<file path="config.mk">
export PLATFORM = sky130hd
export DESIGN_NAME = debounce_sync
export DESIGN_NICKNAME = d
export VERILOG_FILES = /design/src/rtl/debounce_pkg.sv /design/src/rtl/debounce_sync_chain.sv /design/src/rtl/debounce_sync.sv
export SDC_FILE = /design/constraint.sdc
export NUM_CORES = 1
export LEC_CHECK = 0
export ABC_AREA = 1
export CAP_MARGIN = 20
export CELL_PAD_IN_SITES_DETAIL_PLACEMENT = 0
export CELL_PAD_IN_SITES_GLOBAL_PLACEMENT = 1
export CORE_UTILIZATION = 25
export DETAILED_ROUTE_END_ITERATION = 10
export GPL_TIMING_DRIVEN = 1
export PLACE_DENSITY_LB_ADDON = 0.1
export SYNTH_ARGS = -nofsm -noshare
export SYNTH_HDL_FRONTEND = slang
export SYNTH_SLANG_ARGS = --single-unit
export TNS_END_PERCENT = 30
</file>
<file path="constraint.sdc">
create_clock -name clk -period 1.6 [get_ports clk]
set_input_delay 0.32 -clock clk [delete_from_list [all_inputs] [get_ports clk]]
set_output_delay 0.32 -clock clk [all_outputs]
set_load 0.1 [all_outputs]
</file>
<file path="src/rtl/debounce_pkg.sv">
// Shared definitions for the debounce/synchroniser block: FSM state encoding
// and the default parameter values used by debounce_sync.
package debounce_pkg;

  typedef enum logic [1:0] {
    STABLE_LO = 2'd0,
    QUAL_HI   = 2'd1,
    STABLE_HI = 2'd2,
    QUAL_LO   = 2'd3
  } db_state_e;

  localparam int DEF_SYNC_STAGES     = 2;
  localparam int DEF_DEBOUNCE_CYCLES = 8;
  localparam int DEF_GLITCH_W        = 8;

  // Level that d_clean presents while the FSM sits in the given state.
  function automatic logic state_level(input db_state_e st);
    logic lvl;
    case (st)
      STABLE_HI: lvl = 1'b1;
      QUAL_LO:   lvl = 1'b1;
      STABLE_LO: lvl = 1'b0;
      QUAL_HI:   lvl = 1'b0;
      default:   lvl = 1'b0;
    endcase
    return lvl;
  endfunction

endpackage

</file>
<file path="src/rtl/debounce_sync_chain.sv">
// Generic multi-flop synchroniser for an asynchronous single-bit level.
// Shared with other blocks; the last stage is the only safe output.
module sync_chain #(
  parameter int STAGES = 2
) (
  input  logic clk,
  input  logic rst,
  input  logic d,
  output logic q
);

  logic [STAGES-1:0] chain_q;

  // Shift the asynchronous input through the flop chain.
  always_ff @(posedge clk or posedge rst) begin
    if (rst) begin
      chain_q <= '0;
    end else begin
      chain_q <= {chain_q[STAGES-2:0], d};
    end
  end

  assign q = chain_q[STAGES-1];

endmodule

</file>
<file path="src/rtl/debounce_sync.sv">
// Synchronises a noisy asynchronous level, qualifies each level change over
// DEBOUNCE_CYCLES stable cycles, and reports edges and aborted changes.
module debounce_sync
  import debounce_pkg::*;
#(
  parameter int SYNC_STAGES     = DEF_SYNC_STAGES,
  parameter int DEBOUNCE_CYCLES = DEF_DEBOUNCE_CYCLES,
  parameter int GLITCH_W        = DEF_GLITCH_W
) (
  input  logic                clk,
  input  logic                rst,
  input  logic                raw_in,
  output logic                d_clean,
  output logic                rise_pulse,
  output logic                fall_pulse,
  output logic                busy,
  output logic [GLITCH_W-1:0] glitch_cnt
);

  localparam int                CNT_W      = $clog2(DEBOUNCE_CYCLES + 1);
  localparam logic [CNT_W-1:0]  CNT_ONE    = CNT_W'(1);
  localparam logic [CNT_W-1:0]  CNT_LAST   = CNT_W'(DEBOUNCE_CYCLES - 1);
  localparam logic [GLITCH_W-1:0] GLITCH_MAX = {GLITCH_W{1'b1}};
  localparam logic [GLITCH_W-1:0] GLITCH_ONE = GLITCH_W'(1);

  logic                sync_q;
  db_state_e           state_q, state_d;
  logic [CNT_W-1:0]    cnt_q, cnt_d;
  logic [GLITCH_W-1:0] glitch_q, glitch_d;
  logic                d_clean_q, d_clean_d;
  logic                rise_q, rise_d;
  logic                fall_q, fall_d;
  logic                busy_q, busy_d;

  sync_chain #(
    .STAGES(SYNC_STAGES)
  ) u_sync (
    .clk(clk),
    .rst(rst),
    .d  (raw_in),
    .q  (sync_q)
  );

  // FSM state register.
  always_ff @(posedge clk or posedge rst) begin
    if (rst) begin
      state_q <= STABLE_LO;
    end else begin
      state_q <= state_d;
    end
  end

  // Next-state: enter qualification on a level change, finish or abort it.
  always_comb begin
    state_d = state_q;
    case (state_q)
      STABLE_LO: begin
        if (sync_q) state_d = QUAL_HI;
        else        state_d = STABLE_LO;
      end
      QUAL_HI: begin
        if (!sync_q)              state_d = STABLE_LO;
        else if (cnt_q == CNT_LAST) state_d = STABLE_HI;
        else                      state_d = QUAL_HI;
      end
      STABLE_HI: begin
        if (!sync_q) state_d = QUAL_LO;
        else         state_d = STABLE_HI;
      end
      QUAL_LO: begin
        if (sync_q)               state_d = STABLE_HI;
        else if (cnt_q == CNT_LAST) state_d = STABLE_LO;
        else                      state_d = QUAL_LO;
      end
      default: state_d = STABLE_LO;
    endcase
  end

  // Outputs and datapath next values, all derived from the current/next state
  // so every port comes straight from a flop.
  always_comb begin
    cnt_d     = '0;
    glitch_d  = glitch_q;
    d_clean_d = state_level(state_d);
    rise_d    = 1'b0;
    fall_d    = 1'b0;
    busy_d    = 1'b0;
    case (state_q)
      STABLE_LO, STABLE_HI: begin
        if (state_d == QUAL_HI || state_d == QUAL_LO) cnt_d = CNT_ONE;
        else                                          cnt_d = '0;
      end
      QUAL_HI, QUAL_LO: begin
        if (state_d == state_q) begin
          cnt_d = cnt_q + CNT_ONE;
        end else if (state_level(state_d) == state_level(state_q)) begin
          // Candidate level was lost before qualifying: count the glitch.
          cnt_d = '0;
          if (glitch_q != GLITCH_MAX) glitch_d = glitch_q + GLITCH_ONE;
          else                        glitch_d = glitch_q;
        end else begin
          cnt_d = '0;
        end
      end
      default: cnt_d = '0;
    endcase
    if (state_q == QUAL_HI && state_d == STABLE_HI) rise_d = 1'b1;
    else                                            rise_d = 1'b0;
    if (state_q == QUAL_LO && state_d == STABLE_LO) fall_d = 1'b1;
    else                                            fall_d = 1'b0;
    if (state_d == QUAL_HI || state_d == QUAL_LO) busy_d = 1'b1;
    else                                          busy_d = 1'b0;
  end

  // Datapath and output registers.
  always_ff @(posedge clk or posedge rst) begin
    if (rst) begin
      cnt_q     <= '0;
      glitch_q  <= '0;
      d_clean_q <= 1'b0;
      rise_q    <= 1'b0;
      fall_q    <= 1'b0;
      busy_q    <= 1'b0;
    end else begin
      cnt_q     <= cnt_d;
      glitch_q  <= glitch_d;
      d_clean_q <= d_clean_d;
      rise_q    <= rise_d;
      fall_q    <= fall_d;
      busy_q    <= busy_d;
    end
  end

  assign d_clean    = d_clean_q;
  assign rise_pulse = rise_q;
  assign fall_pulse = fall_q;
  assign busy       = busy_q;
  assign glitch_cnt = glitch_q;

endmodule

</file>
==> run metrics <==
Hold Crit Class=in2async; Post-Route WL=1720 µm; CP startpoint=glitch_cnt[0]; worst reg2reg path depth=6; Adder-Cell Fraction of Synth Area=2.75%; global-route wire length before repair=3240 µm; H-tree depth=1; endpoints failing setup=0; share of layout cells above drive strength 1=27.3%; fin cells=174; CP startpoint kind=flip-flop; Initial DRT Pass Iterations=4; Crit Path Max Fanout=8; Max VDD drop=0.471 mV; dpl ws=0.221 ns; Worst slew margin=79.8%; mux share of post-synthesis cell area=0%; Final Cycle Share=86.2%; number of I/O port buffers=14; 1st-iter DRT viols=15; Overall Power=1.53 mW; Cell Area, Placed=1250 µm²; Crit path required time=1.84 ns; register-to-register setup slack=0.22 ns; post-synthesis xor/xnor area fraction=4.81%; Max Clock Freq=0.725 GHz; die width=62.3 µm; #FFs+latches synth=19; mapped cell area=910 µm²; fin area=1270 µm²; Post-Syn Area per Cell=8.35 µm²; worst-skew pair later-pin latency=0.29 ns; Worst Setup End Kind=flip-flop; Core Util, Final=37.3%; EDFF count, synth=0; Yosys warnings=0; Row Count=21; CTS sink cnt=19; largest net degree at the start of global routing=20; Final ANT Viol Nets=0; final setup margin=0.221 ns; worst slew pin tran=0.302 ns; CP Data Arrival Time=1.61 ns; Synth Area in Compound Gates=2.20%; Setup TNS Final=0 ns; Die Span Y=62.3 µm; vias in the first global route=773; antenna cell count=0; Simple-Gate Fraction of Synth Area=32.2%; placed cells=170; register area share after synthesis=52.3%; DR vias=707; clk root buf=clkbuf_4; DRC viols=0; asr flop ratio synth=100%; initial antenna violation count=0; CTS Buf Count=3; total congestion overflow=0; outcome=finished, final reports clean; TritonCTS clock tree=yes; CP Class=reg2reg; final hold viol count=0; Lkg Pwr=0.608 nW; nets=134; Final Max Tran Viols=0; Setup Buffers After CTS=0; die area=3880 µm²; reg2reg end=glitch_cnt[4]; # hold bufs at CTS=0; routability cong.=0.753; M1 GR Usage=12.1%; main combinational cell family by area after synthesis=simple AND/OR/NAND/NOR gates; grt met3 use=1.84%; Syn Nets=114; Max Cap Viol=0; Top Ports=15; met2 Resource Use GR=18.8%; Fin Hold WS=0.339 ns; DR WL/cell=9.91 µm; Tmin final=1.38 ns; reg2reg start=glitch_cnt[0]; All-Layer GR Usage=10.7%; RSZ-0062 raised after global routing=false; Yosys cell types=18; post-CTS resize count=0; clock slew seen by the registers of the worst setup and hold paths=0.11 ns; Core Area=3420 µm²; power per cell area=1200 nW/µm²; Layout area overhead=39.9%; vias per cell=4.06; Synth Flop Type=dfrtp_1; GRT Max-Usage Layer=met2; Post-Synthesis Cells=109; Layout Skew=0.00382 ns; CTS Buffer Depth=2; Initial Util=26.6%; post-detail-place hpwl=1300 µm
[synthesized netlist by cell type, types with 2 or more instances]
| cell | count | area [µm²] |
|---|---|---|
| xor2_1 | 4 | 35.0 |
| inv_1 | 13 | 48.8 |
| nand3_1 | 2 | 10.0 |
| nor2_1 | 8 | 30.0 |
| nor2_2 | 2 | 12.5 |
| nand2_2 | 3 | 18.8 |
| o21ai_0 | 3 | 15.0 |
| nand2_1 | 44 | 165 |
| nand3_2 | 2 | 20.0 |
| ha_1 | 2 | 25.0 |
| dfrtp_1 | 19 | 475 |
[logic make-up (layout without fill, tap and decap cells)]
group / count (synthesis) / count (layout)
buffers and inverters: 14 / 33
xor gates and xnor gates: 5 / 5
and+or+nand+nor: 65 / 65
DFF: 19 / 19
AOI/OAI and AO/OA: 4 / 4
adders and majority gates: 2 / 2
[power by group]
part | internal, mW | switching, mW
Clock | 0.0969 | 0.145
Sequential | 0.538 | 0.0980
Combinational | 0.226 | 0.427
[layout by cell type (no fill, tap or decap)]
cell type	n
xor2_1	4
nand3_1	2
nand3b_1	1
nor2_1	8
nand2_4	1
o21ai_0	3
nand2_2	3
xnor2_1	1
clkbuf_1	1
inv_2	1
nand4_1	1
buf_12	12
ha_1	2
inv_1	13
nor2_4	1
buf_4	1
dfrtp_2	9
nand2_1	44
nor2_2	2
dfrtp_1	10
clkdlybuf4s50_1	2
a21oi_1	1
clkbuf_4	3
nand3_2	2
[sequential cells by signal (all words and copies together) (netlist names)]
register,flops
glitch_cnt,8
state_q,2
u_sync.chain_q,2
fall_pulse,1
rise_pulse,1
cnt_q,4
d_clean,1
[metal layers]
metal  vias up  wire length (µm)
met5         -                 0
met1       330               765
li1        368                 -
met2         7               898
met3         2                40
met4         0                20
[worst max path at each step]
stage | to | slack [ns] | cells after the start
finish | glitch_cnt[4] | 0.22 | 6
global route | glitch_cnt[4] | 0.09 | 6
CTS | glitch_cnt[4] | 0.20 | 6
detailed placement | glitch_cnt[4] | 0.22 | 6
global placement | glitch_cnt[6] | 0.23 | 6
floorplan | glitch_cnt[2] | 0.03 | 7
[critical path: stages, from the launching register on]
cell and delay, ns:
dfrtp_2 0.46, ha_1 0.24, nand3_2 0.13, nor2_1 0.07, nor2_2 0.25, nand2_1 0.10
nand2_1 0.07
[cell type report]
type	instances	area [µm²]
clock buffer	4	26.3
fill	352	2140
inverter	14	52.6
multi-input combinational	76	382
sequential	19	487
tap	46	57.6
timing repair buffer	15	268
Power figures use the tool's default switching activity.
